==> src/rtl/mul_seq_unit_if.sv <==
// Handshake bundle for the sequential shift-add multiplier.
// Requester drives operands/start/abort; the unit returns status and product.
interface mul_seq_unit_if #(
    parameter int WIDTH = 8
);
    logic               start;
    logic               abort;
    logic               signed_mode;
    logic [WIDTH-1:0]   a_in;
    logic [WIDTH-1:0]   b_in;
    logic               busy;
    logic               done;
    logic [2*WIDTH-1:0] product;

    modport master (
        output start, abort, signed_mode, a_in, b_in,
        input  busy, done, product
    );

    modport slave (
        input  start, abort, signed_mode, a_in, b_in,
        output busy, done, product
    );
endinterface

==> src/rtl/mul_seq_unit.sv <==
// Sequential shift-add multiplier, unsigned or two's-complement operands.
// Iterates on operand magnitudes and stops after the last set multiplier bit.
module mul_seq_unit #(
    parameter int WIDTH = 8
) (
    input logic          clk,
    input logic          rst_n,
    mul_seq_unit_if.slave m
);
    typedef enum logic {IDLE, CALC} state_t;

    state_t             state_q, state_d;
    logic [2*WIDTH-1:0] a_sh_q, a_sh_d;
    logic [WIDTH-1:0]   b_sh_q, b_sh_d;
    logic [2*WIDTH-1:0] acc_q, acc_d;
    logic               neg_q, neg_d;
    logic [2*WIDTH-1:0] prod_q, prod_d;
    logic               done_q, done_d;

    logic [WIDTH-1:0]   a_mag;
    logic [WIDTH-1:0]   b_mag;

    // -2^(WIDTH-1) negates to itself, which read unsigned is the right magnitude
    assign a_mag = (m.signed_mode && m.a_in[WIDTH-1]) ? -m.a_in : m.a_in;
    assign b_mag = (m.signed_mode && m.b_in[WIDTH-1]) ? -m.b_in : m.b_in;

    always_ff @(posedge clk or negedge rst_n) begin
        if (!rst_n) begin
            state_q <= IDLE;
            a_sh_q  <= '0;
            b_sh_q  <= '0;
            acc_q   <= '0;
            neg_q   <= 1'b0;
            prod_q  <= '0;
            done_q  <= 1'b0;
        end else begin
            state_q <= state_d;
            a_sh_q  <= a_sh_d;
            b_sh_q  <= b_sh_d;
            acc_q   <= acc_d;
            neg_q   <= neg_d;
            prod_q  <= prod_d;
            done_q  <= done_d;
        end
    end

    always_comb begin
        state_d = state_q;
        a_sh_d  = a_sh_q;
        b_sh_d  = b_sh_q;
        acc_d   = acc_q;
        neg_d   = neg_q;
        prod_d  = prod_q;
        done_d  = 1'b0;
        unique case (state_q)
            IDLE: begin
                if (m.start && !m.abort) begin
                    a_sh_d  = {{WIDTH{1'b0}}, a_mag};
                    b_sh_d  = b_mag;
                    acc_d   = '0;
                    neg_d   = m.signed_mode
                            & (m.a_in[WIDTH-1] ^ m.b_in[WIDTH-1]);
                    state_d = CALC;
                end
            end
            CALC: begin
                // abort outranks a completion in the same cycle
                if (m.abort) begin
                    state_d = IDLE;
                end else if (b_sh_q != '0) begin
                    if (b_sh_q[0]) begin
                        acc_d = acc_q + a_sh_q;
                    end
                    a_sh_d = a_sh_q << 1;
                    b_sh_d = b_sh_q >> 1;
                end else begin
                    prod_d  = neg_q ? -acc_q : acc_q;
                    done_d  = 1'b1;
                    state_d = IDLE;
                end
            end
        endcase
    end

    assign m.busy    = (state_q == CALC);
    assign m.done    = done_q;
    assign m.product = prod_q;
endmodule

==> src/flat_wrapper.sv <==
// flat-port wrapper written by rule: the top's interface ports become plain ports
module mul_seq_unit_flat 
#(
    parameter int WIDTH = 8
)
  (clk, rst_n, m_start, m_abort, m_signed_mode, m_a_in, m_b_in, m_busy, m_done, m_product);
  mul_seq_unit_if #(.WIDTH(WIDTH)) m_i ();
  input logic clk;
  input logic rst_n;
  input wire logic [$bits(m_i.start)-1:0] m_start;
  input wire logic [$bits(m_i.abort)-1:0] m_abort;
  input wire logic [$bits(m_i.signed_mode)-1:0] m_signed_mode;
  input wire logic [$bits(m_i.a_in)-1:0] m_a_in;
  input wire logic [$bits(m_i.b_in)-1:0] m_b_in;
  output wire logic [$bits(m_i.busy)-1:0] m_busy;
  output wire logic [$bits(m_i.done)-1:0] m_done;
  output wire logic [$bits(m_i.product)-1:0] m_product;
  assign m_i.start = m_start;
  assign m_i.abort = m_abort;
  assign m_i.signed_mode = m_signed_mode;
  assign m_i.a_in = m_a_in;
  assign m_i.b_in = m_b_in;
  assign m_busy = m_i.busy;
  assign m_done = m_i.done;
  assign m_product = m_i.product;
  mul_seq_unit #(.WIDTH(WIDTH)) u_core (.clk(clk), .rst_n(rst_n), .m(m_i));
endmodule
==> config.mk <==
export PLATFORM = sky130hd
export DESIGN_NAME = mul_seq_unit_flat
export DESIGN_NICKNAME = d
export VERILOG_FILES = /design/src/rtl/mul_seq_unit_if.sv /design/src/rtl/mul_seq_unit.sv /design/src/flat_wrapper.sv
export SDC_FILE = /design/constraint.sdc
export NUM_CORES = 1
export LEC_CHECK = 0
export BUFFER_PORTS_ARGS = -buffer_cell sky130_fd_sc_hd__buf_2
export CAP_MARGIN = 20
export CORE_MARGIN = 4
export CORE_UTILIZATION = 50
export CTS_BUF_LIST = sky130_fd_sc_hd__clkbuf_4
export CTS_CLUSTER_SIZE = 25
export DETAILED_ROUTE_END_ITERATION = 6
export GPL_TIMING_DRIVEN = 0
export PLACE_DENSITY_LB_ADDON = 0.15
export SLEW_MARGIN = 25
export SYNTH_ARGS = -nofsm -noshare
export SYNTH_HDL_FRONTEND = slang
export SYNTH_SLANG_ARGS = --single-unit
==> constraint.sdc <==
create_clock -name clk -period 5.35 [get_ports clk]
set_input_delay 0.2675 -clock clk [delete_from_list [all_inputs] [get_ports clk]]
set_output_delay 0.2675 -clock clk [all_outputs]
set_load 0.05 [all_outputs]
==> results by group <==
Global routing
  • Aggregate global-route resource usage: 19.5%
  • Initial antenna violation count: 0
  • Met3 Use GR: 3.53%
  • Most used routing layer: met2
  • M2 GR Usage: 33.5%
  • GRT overflow: 0
  • Vias in the first global route: 2905
  • First-pass GRT wire length: 13300 um
  • Largest net degree at the start of global routing: 60
  • Met1 Use GR: 24.3%

Floorplanning
  • Die area: 8500 sq um
  • Std-Cell Core Area: 6830 sq um
  • Initial Utilization: 51.9%
  • Row count: 30
  • Height of the die: 92.2 um
  • Die Width: 92.2 um
  • Ports: 39

Worst setup path
  • CP Capture Type: flip-flop
  • CP Cell Sequence: ha_1, inv_1, fa_1, nor2b_1, o31ai_1, a21oi_1, a21boi_0, o21bai_1, xnor2_1, o21ai_0
  • Setup Crit Path Kind: flip-flop to flip-flop
  • CP Max Fanout: 5
  • R2r setup slk: 2.78 ns
  • CP max stage cell: dfrtp_1
  • CP Launch Type: flip-flop
  • Crit path arrival time: 2.83 ns
  • Crit path buffers/inverters: 1
  • Crit-path max cell delay: 0.44 ns
  • Required time of the critical path: 5.61 ns
  • Crit path max-delay family: compound AO/OA/AOI/OAI gates

Synthesis
  • Post-synth EDFFs: 0
  • Synthesized net count: 447
  • Synth Register Bits: 59
  • Synth Area per Inst: 8.71 sq um
  • Post-synth top area cell: dfrtp_1
  • Sequential-to-total area share from yosys stat: 41.7%
  • Synthesized area: 3540 sq um
  • Cell count after synthesis: 407
  • Synth top area share: 41.7%
  • Most used DFF post-synth: dfrtp_1
  • Top post-synthesis cells by area: dfrtp_1 42%, nand2_1 6.8%, ha_1 6.4%
  • Asr flop ratio synth: 100%
  • Dominant cell by count in the synthesized netlist: nand2_1
  • Distinct cells, synth: 49
  • Commonest cells in the netlist: 64 x nand2_1, 59 x dfrtp_1, 44 x a21oi_1, 44 x o21ai_0, 28 x nor2_1
  • Synthesis Warnings: 0

Timing
  • Highest Clock Rate: 389 MHz
  • Hold Violations, Final: 0
  • Final setup violation count: 0
  • Setup TNS: 0 ns
  • Slew at the pin closest to its max-slew limit: 0.731 ns
  • Crit path time final: 2.57 ns
  • Period utilization: 48.1%
  • Slew Viols, Final: 0
  • Final Skew: 0.00828 ns
  • Worst hold slack: 0.148 ns
  • Max_slew headroom: 51.3%
  • RSZ-0062 raised after global routing: false

Clock tree
  • Root Driver: clkbuf_4
  • TritonCTS clock tree: done
  • Worst-path clk slew: 0.09 ns
  • Hold_buf cts: 1
  • H-tree Lvls: 3
  • Post-CTS setup buffer count: 0
  • Clk buf depth: 2
  • Cts repair resizes: 0
  • CTS buffer count: 9
  • CTS sink cnt: 59
  • Clk_lat worst skew: 0.39 ns

Power
  • Internal: 0.000840 W
  • P_sw: 0.000675 W
  • Net Sw Frac: 44.5%
  • Total power: 0.00152 W
  • Clock share of power: 15.4%
  • Lkg Pwr: 1.84 nW
  • Peak VDD IR: 0.000109 V
  • Pwr Density: 384 nW/um^2
  • Comb pwr share: 43.8%
  • Seq pwr share: 40.9%

Routing
  • Total Wirelength: 7860 um
  • WL per Instance: 14.2 um
  • Detail Route Antenna Nets: 0
  • Initial DRC count: 206
  • Routed vias/inst: 5.47
  • TritonRoute pass-1 iters: 4
  • DR DRC count: 0
  • Vias: 3032

Placed design
  • Post-placement cell area: 3860 sq um
  • Detail Placement HPWL: 6020 um
  • Buffers on Ports: 38
  • Gpl congestion: 0.870

Outcome
  • Outcome: finished clean

Finish
  • Fin nets: 497
  • Inserted Diodes: 0
  • Share of cells above drive strength 1: 12.7%
  • Layout area overhead: 11.4%
  • Post-route cell area: 3950 sq um

Run
  • Max-Cap Viols: 0

Min path
  • Worst Hold Class: input port to flip-flop
==> registers in the layout, indices dropped and copies added (netlist names) <==
register          cells
u_core.a_sh_q        16
u_core.acc_q         16
u_core.b_sh_q         8
u_core.m.busy         1
u_core.m.done         1
u_core.m.product     16
u_core.neg_q          1
==> layout by cell type (no fill, tap or decap), types with 3 or more instances in the layout <==
cell | netlist | layout
a31oi_1 | 4 | 4
and3_1 | 3 | 3
o211ai_1 | 3 | 3
or3_1 | 5 | 5
nor2b_1 | 4 | 4
o21a_1 | 3 | 3
a21o_1 | 6 | 6
xor2_1 | 24 | 24
o31ai_1 | 7 | 7
a21oi_1 | 44 | 44
o21ai_0 | 44 | 44
nor3_1 | 8 | 8
clkbuf_1 | 14 | 14
inv_1 | 14 | 14
buf_2 | 0 | 37
nand3_1 | 7 | 7
o22ai_1 | 4 | 4
clkbuf_4 | 0 | 10
xnor2_1 | 9 | 9
o41ai_1 | 3 | 3
dfrtp_1 | 59 | 59
ha_1 | 18 | 18
nand2_1 | 64 | 64
nor2_1 | 28 | 28
==> through the flow <==
step	cells	worst slack, ns	util (%)
CTS	554	2.80	57.8
global placement	541	2.87	56.4
floorplan	407	3.07	-
detailed placement	541	2.81	56.4
global route	554	2.58	57.8
finish	554	2.78	57.8
==> final timing paths <==
| kind | start | end | depth (start not counted) |
|---|---|---|---|
| worst max-delay path | u_core.acc_q[0]$_DFFE_PN0P_ | u_core.acc_q[12]$_DFFE_PN0P_ | 10 |
| worst min-delay path | m_a_in[0] | u_core.a_sh_q[0]$_DFFE_PN0P_ | 2 |
| worst max register to register | u_core.acc_q[0]$_DFFE_PN0P_ | u_core.acc_q[12]$_DFFE_PN0P_ | 10 |
| worst min register to register | u_core.b_sh_q[7]$_DFFE_PN0P_ | u_core.b_sh_q[7]$_DFFE_PN0P_ | 1 |
| max in group asynchronous | rst_n | u_core.a_sh_q[13]$_DFFE_PN0P_ | 2 |
| min in group asynchronous | rst_n | u_core.m.product[9]$_DFFE_PN0P_ | 2 |
==> power by group through the flow <==
| stage | logic, W | clock network (W) | registers, W |
|---|---|---|---|
| floorplan | 0.000306 | 0 | 0.000826 |
| global placement | 0.000653 | 0 | 0.000626 |
| detailed placement | 0.000664 | 0 | 0.000629 |
| CTS | 0.000668 | 0.000241 | 0.000620 |
| global route | 0.000724 | 0.000258 | 0.000633 |
| finish | 0.000663 | 0.000233 | 0.000619 |
==> layout make-up <==
cell class,count,area (sq um)
plain buffers,15,56.3
well taps,96,120
multi-input cells,319,1960
clock buffers,10,75.1
repair buffers,39,203
fillers,645,2880
inverters,14,52.6
clock inverters,2,7.51
flip-flops and latches,59,1480
==> per-layer routing <==
| metal | wire [um] | part of all wire, % | vias to the layer above |
|---|---|---|---|
| met3 | 359 | 4.6 | 12 |
| li1 | - | - | 1542 |
| met2 | 3740 | 48 | 63 |
| met4 | 118 | 1.5 | 0 |
| met5 | 0 | 0 | - |
| met1 | 3640 | 46 | 1415 |
==> cell families (layout without fill, tap and decap cells) <==
| group | count (synthesis) | in the layout | share of synthesized area, % |
|---|---|---|---|
| xor gates and xnor gates | 33 | 33 | 8.16 |
| and+or+nand+nor | 131 | 131 | 16.6 |
| muxes | 4 | 4 | 1.20 |
| adders and majority gates | 19 | 19 | 6.92 |
| DFF | 59 | 59 | 41.7 |
| AOI/OAI and AO/OA | 132 | 132 | 22.4 |
| buffers and inverters | 29 | 80 | 3.07 |
Note: power is estimated with default switching activity, not from simulation.
